### config.mk
export PLATFORM = sky130hd
export DESIGN_NAME = s2p_converter
export DESIGN_NICKNAME = d
export VERILOG_FILES = /design/src/rtl/serdes_pkg.sv /design/src/rtl/word_out_reg.sv /design/src/rtl/s2p_converter.sv
export SDC_FILE = /design/constraint.sdc
export NUM_CORES = 1
export LEC_CHECK = 0
export CORE_AREA = 5 5 42 44
export DETAILED_ROUTE_END_ITERATION = 8
export DIE_AREA = 0 0 47 49
export DONT_BUFFER_PORTS = 1
export SYNTH_ARGS = -nofsm -noshare
export SYNTH_HDL_FRONTEND = slang
export SYNTH_SLANG_ARGS = --single-unit
### constraint.sdc
create_clock -name clk -period 1.25 [get_ports clk]
set_clock_uncertainty 0.2 [all_clocks]
set_input_delay 0.25 -clock clk [delete_from_list [all_inputs] [get_ports clk]]
set_output_delay 0.25 -clock clk [all_outputs]
set_load 0.05 [all_outputs]
### src/rtl/serdes_pkg.sv
// serdes_pkg: definitions shared by the serial/parallel converters.
//   conv_state_e     : two-state converter FSM encoding (SHIFT, FULL), common
//                      to the upstream parallel-to-serial side and this one.
//   SERDES_LSB_FIRST : bit order on the serial link (1 = LSB of word first).
package serdes_pkg;

  typedef enum logic [0:0] {
    SHIFT = 1'b0,
    FULL  = 1'b1
  } conv_state_e;

  localparam logic SERDES_LSB_FIRST = 1'b1;

endpackage

### src/rtl/word_out_reg.sv
// word_out_reg: single-entry valid/ready holding register for a parallel word.
// Ports:
//   clk, rstn            : clock, asynchronous active-low reset
//   in_data/in_valid     : word offered by the producer
//   in_ready             : register can take a word this cycle
//   out_data/out_valid   : held word, stable while out_valid is high
//   out_ready            : consumer accepts out_data this cycle
// A word may be loaded on the same edge the held word is delivered, so a
// continuously ready consumer sees no bubble.
module word_out_reg
  import serdes_pkg::*;
#(
  parameter int N = 4
) (
  input  logic         clk,
  input  logic         rstn,
  input  logic [N-1:0] in_data,
  input  logic         in_valid,
  output logic         in_ready,
  output logic [N-1:0] out_data,
  output logic         out_valid,
  input  logic         out_ready
);

  // Free when empty or when the held word leaves on this edge.
  assign in_ready = !out_valid || out_ready;

  // Load a new word, or drop valid once the held word has been taken.
  always_ff @(posedge clk or negedge rstn) begin
    if (!rstn) begin
      out_data  <= {N{1'b0}};
      out_valid <= 1'b0;
    end else if (in_valid && in_ready) begin
      out_data  <= in_data;
      out_valid <= 1'b1;
    end else if (out_ready) begin
      out_valid <= 1'b0;
    end else begin
      out_valid <= out_valid;
    end
  end

endmodule

### src/rtl/s2p_converter.sv
// s2p_converter: reassembles an LSB-first serial bit stream into N-bit words.
// Ports:
//   clk, rstn        : clock, asynchronous active-low reset
//   s_data/s_valid   : serial bit and its valid
//   s_ready          : a serial bit can be accepted (depends on state only)
//   p_data/p_valid   : assembled word from the output holding register
//   p_ready          : consumer accepts p_data this cycle
// Bits shift in from the top so the first accepted bit ends in bit 0. After
// the last bit the FSM sits in FULL (serial side stalled) until the output
// register can take the word; a stalled consumer therefore back-pressures
// the serial link instead of losing data.
module s2p_converter
  import serdes_pkg::*;
#(
  parameter int N = 4
) (
  input  logic         clk,
  input  logic         rstn,
  input  logic         s_data,
  input  logic         s_valid,
  output logic         s_ready,
  output logic [N-1:0] p_data,
  output logic         p_valid,
  input  logic         p_ready
);

  localparam int             CW       = (N > 1) ? $clog2(N) : 1;
  localparam logic [CW-1:0]  CNT_LAST = CW'(N - 1);

  conv_state_e   state_r;
  conv_state_e   state_s;
  logic [N-1:0]  sr_r;
  logic [CW-1:0] cnt_r;
  logic          accept_s;
  logic          last_bit_s;
  logic          out_free_s;
  logic          word_valid_s;

  assign s_ready      = (state_r == SHIFT);
  assign accept_s     = s_valid && s_ready;
  assign last_bit_s   = (cnt_r == CNT_LAST);
  assign word_valid_s = (state_r == FULL);

  // FSM state register.
  always_ff @(posedge clk or negedge rstn) begin
    if (!rstn) begin
      state_r <= SHIFT;
    end else begin
      state_r <= state_s;
    end
  end

  // Next state: complete a word in SHIFT, hand it off in FULL.
  always_comb begin
    state_s = state_r;
    case (state_r)
      SHIFT: begin
        if (accept_s && last_bit_s) begin
          state_s = FULL;
        end else begin
          state_s = SHIFT;
        end
      end
      FULL: begin
        if (out_free_s) begin
          state_s = SHIFT;
        end else begin
          state_s = FULL;
        end
      end
      default: begin
        state_s = SHIFT;
      end
    endcase
  end

  // Shift register and bit counter; both hold unless a bit is accepted.
  // The counter wraps only through the last-bit path, so it never exceeds
  // N-1 even when N is not a power of two.
  always_ff @(posedge clk or negedge rstn) begin
    if (!rstn) begin
      sr_r  <= {N{1'b0}};
      cnt_r <= {CW{1'b0}};
    end else if (accept_s) begin
      sr_r <= {s_data, sr_r[N-1:1]};
      if (last_bit_s) begin
        cnt_r <= {CW{1'b0}};
      end else begin
        cnt_r <= cnt_r + CW'(1);
      end
    end else begin
      sr_r  <= sr_r;
      cnt_r <= cnt_r;
    end
  end

  word_out_reg #(
    .N(N)
  ) u_word_out_reg (
    .clk      (clk),
    .rstn     (rstn),
    .in_data  (sr_r),
    .in_valid (word_valid_s),
    .in_ready (out_free_s),
    .out_data (p_data),
    .out_valid(p_valid),
    .out_ready(p_ready)
  );

endmodule

# Word-level counts from Yosys, hierarchy flattened
# Cells that the tools add are included.
[totals]
in_bits = 5
wordCells = 20
ff_bits = 12
[classes]
bitwise = 1
mux = 6
add_sub_neg = 1
n_eq_ne = 1
n_reduce_logical = 6
[op_table]
columns = ["cell", "n"]
rows = [
  ["$mux 1", 4],
  ["$logic_and 1x1->1", 3],
  ["$add 2x1->2 const B", 1],
  ["$eq 2x2->1 const B", 1],
  ["$mux 2", 1],
  ["$pmux 1 s2", 1],
  ["$reduce_bool 2->1", 1],
  ["$logic_not 1->1", 1],
  ["$logic_or 1x1->1", 1],
  ["$not 1->1", 1],
]

# Longest topological paths before layout
[depth]
word_depth = 5
ltp_mapped = 4
depth_no_buf = 3

# By module
# Synthesis repeated with hierarchy kept, for this count alone.
[unflattened]
hier_cells = 31
hier_area_um2 = 529.3
[by_module_without_submodules]
columns = ["mod", "cells_each", "instances", "seq_area_each_um2", "area_each_um2"]
rows = [
  ["s2p_converter", 19, 1, 175.2, 311.5],
  ["word_out_reg", 12, 1, 125.1, 217.7],
]

# Worst setup path before layout
# Ideal clock, no wire load.
[synth_path]
kind = "flip-flop to flip-flop"
from = "reg u_word_out_reg.out_valid"
to = "reg u_word_out_reg.out_data[0]"
arrival_time_ns = 1.200
path_buffers = 0
t_required_ns = 0.925
slack_ns = -0.275
setup_ns = 0.125
synth_period_minus_slack_ns = 1.525
path_stages_with_launch = 4
cell_sequence = "dfrtp_1 -> nand2b_4 -> nand2_1 -> mux2_2"
[synth_via]
elab_chain_len = 3
[synth_lines]
columns = ["item", "line_no", "source"]
rows = [
  ["start, declared", "word_out_reg.sv:21", "output logic out_valid,"],
  ["start signal, assigned", "word_out_reg.sv:39", "out_valid <= out_valid;"],
  ["$logic_not 1->1", "word_out_reg.sv:26", "assign in_ready = !out_valid || out_ready;"],
  ["$logic_or 1x1->1", "word_out_reg.sv:26", ""],
  ["$logic_and 1x1->1", "word_out_reg.sv:33", "end else if (in_valid && in_ready) begin"],
  ["end signal, assigned", "word_out_reg.sv:31", "out_data <= {N{1'b0}};"],
  ["end signal, assigned", "word_out_reg.sv:34", "out_data <= in_data;"],
  ["end, declared", "word_out_reg.sv:20", "output logic [N-1:0] out_data,"],
]
# Every way passes these cells.
# A chain may end at the register's enable or synchronous reset.

# Final worst setup path
[layout_path]
from = "reg state_r"
to = "out s_ready"
[layout_via]
elab_chain_len = 1
[layout_lines]
columns = ["item", "line_no", "source"]
rows = [
  ["start, declared", "s2p_converter.sv:30", "conv_state_e state_r;"],
  ["start signal, assigned", "s2p_converter.sv:49", "state_r <= state_s;"],
  ["$not 1->1", "n/a", ""],
  ["end, declared", "s2p_converter.sv:21", "output logic s_ready,"],
]
# Every way passes these cells.

==> out/results.txt <==
CTS Root Cell - clkbuf_4
Crit path launch type - flip-flop
Wire length on met2 - 390 um
Final Cell Area - 759 um2
CTS max path bufs - 2
Synth warnings - 0
Via count - 311
Die W - 47 um
Failing checks - negative hold slack, negative setup slack
Final wirelength - 864 um
Seq/Total Area, Yosys - 59.7%
Die area - 2300 um2
Initial Util - 35.9%
Core area - 1400 um2
Total negative slack - -1250 ps
Slew Viols, Final - 0
Placed cell area - 673 um2
DP HPWL - 642 um
Port Buf Inserts - 0
CTS Sinks - 12
Vias per inst - 4.64
Mapped Nets - 38
Post-Synthesis Cells - 32
Synth unique cells - 11
Mapped cell area - 503 um2
WL met1 - 385 um
Pin count of the biggest net entering global routing - 13
Global-route wire length before repair - 1.48 mm
Worst hold-check path type - in2reg
Worst Path Max Fanout - 2
Max-cap violation count - 0
Peak supply drop - 1.25 mV
# diodes - 0
Final Critical Period - 1420 ps
Unrepaired setup endpoints after global routing - yes
Power Density - 3020 nW/um2
Crit path kind - reg2out
H-tree levels - 1
Non-Filler Instances - 67
# placed instances - 57
Routability cong. - 0.750
Drt drc - 0
Period utilization - 113%
Die span in y - 49 um
Max layer used - met4
Leak Pwr - 0.000380 uW
Nets@finish - 58
Slew headroom - 64.8%
Hold-fix buffers, CTS - 2
Gr usage total - 9.08%
Vias in the first global route - 351
Endpoints failing setup - 16
Fmax - 0.705 GHz
Routed wl met3 - 67 um
CP Capture Type - output pin
Average wire per standard cell - 12.9 um
Final hold vios - 2
Hold WS - -16.7 ps
Latest clock arrival within the worst-skew pair - 270 ps
CTS tree - yes
Clock transition at path regs - 80 ps
Initial antenna violation count - 0
Area grow syn2layout - 51.0%
CTS Buf Count - 3
Yosys reg bits - 12
Iteration-0 DRC Markers - 3
CP arrival - 970 ps
Core Rows - 14
Final worst slack - -167 ps
Worst-Margin Slew - 526 ps
CP required - 800 ps
Fraction of layout cells with a size suffix above 1 - 60.8%
Drt pass-1 iters - 2
Status - complete, but fails checks
Routed Antenna Nets - 0
Mean post-synth cell area - 15.7 um2
Total congestion overflow - 0
I/O Pins - 11
routing by layer:
layer | vias up | GRT usage, %
met3 | 2 | 2.58
met2 | 9 | 12.9
li1 | 146 | -
met1 | 154 | 11.8
met5 | - | 0
met4 | 0 | 5.53
synth_stat cells (all sizes together):
cell type,count,share of area (%)
buf,1,2.2
nand2,3,2.2
nand2b,1,2.7
mux2,10,27
o21ai,1,0.99
nor2b,1,1.2
ha,1,2.5
nor2,1,0.75
inv,1,0.75
dfrtp,12,60
power by group:
part           internal (uW)  switching, uW
logic                    753            561
registers                577            158
clock network            124            123
registers in the layout, summed over array words and instances (netlist names):
signal / cells
sr_r: 4
u_word_out_reg.out_valid: 1
state_r: 1
u_word_out_reg.out_data: 4
cnt_r: 2
worst max-delay path, cell delays in order (launching register included):
cell	delay [ps]
dfrtp_1	390
buf_6	130
inv_4	50
buf_12	120
path summary, 6_finish.rpt:
| kind | startpoint | endpoint | slack [ps] | depth (start not counted) |
|---|---|---|---|---|
| worst max-delay path | state_r | s_ready | -170 | 3 |
| worst min-delay path | p_ready | u_word_out_reg.out_valid | -20 | 2 |
| worst max register to register | state_r | u_word_out_reg.out_data[1] | -110 | 4 |
| worst min register to register | sr_r[0] | u_word_out_reg.out_data[0] | 320 | 1 |
| max in group asynchronous | rstn | u_word_out_reg.out_valid | 290 | 1 |
| min in group asynchronous | rstn | sr_r[1] | 190 | 1 |
cell usage in the layout, fill, tap and decap left out:
cell type	n
nand2b_4	1
buf_6	2
nand2_4	1
clkbuf_4	3
ha_1	1
dfrtp_1	11
inv_4	1
nor2b_1	1
buf_4	7
clkbuf_1	1
nor2_1	1
nand2_1	2
mux2_4	10
dfrtp_2	1
buf_12	5
o21ai_1	1
dlygate4sd3_1	2
cell families after synthesis:
family | share of synthesized area (%)
buffers and inverters | 2.98
adders and majority gates | 2.49
muxes | 26.9
AOI/OAI and AO/OA | 0.994
and+or+nand+nor | 6.96
DFF | 59.7
through the flow:
step,setup WS [ps],total power (uW),utilization (%)
2_1_floorplan,-68.8,1440,-
3_3_place_gp,-18.4,1920,48.0
3_5_place_dp,-48.0,1960,48.0
4_1_cts,-177,2310,53.7
5_1_grt,-225,2420,54.2
6_report,-167,2300,54.2
cell type report:
type                    instances  area, um2
inverters                       1       6.26
well taps                      16       20.0
flip-flops and latches         12        302
multi-input cells              18        210
fillers                       127        642
clock buffers                   4       26.3
repair buffers                 16        195
timing repair:
action / CTS / global route
pin swaps: 1 / 0
setup endpoints to repair: 15 / 16
hold endpoints to repair: 14 / 2
resized for setup: 4 / 1
buffers inserted: 3 / 1
(Power assumes the default switching activity.)
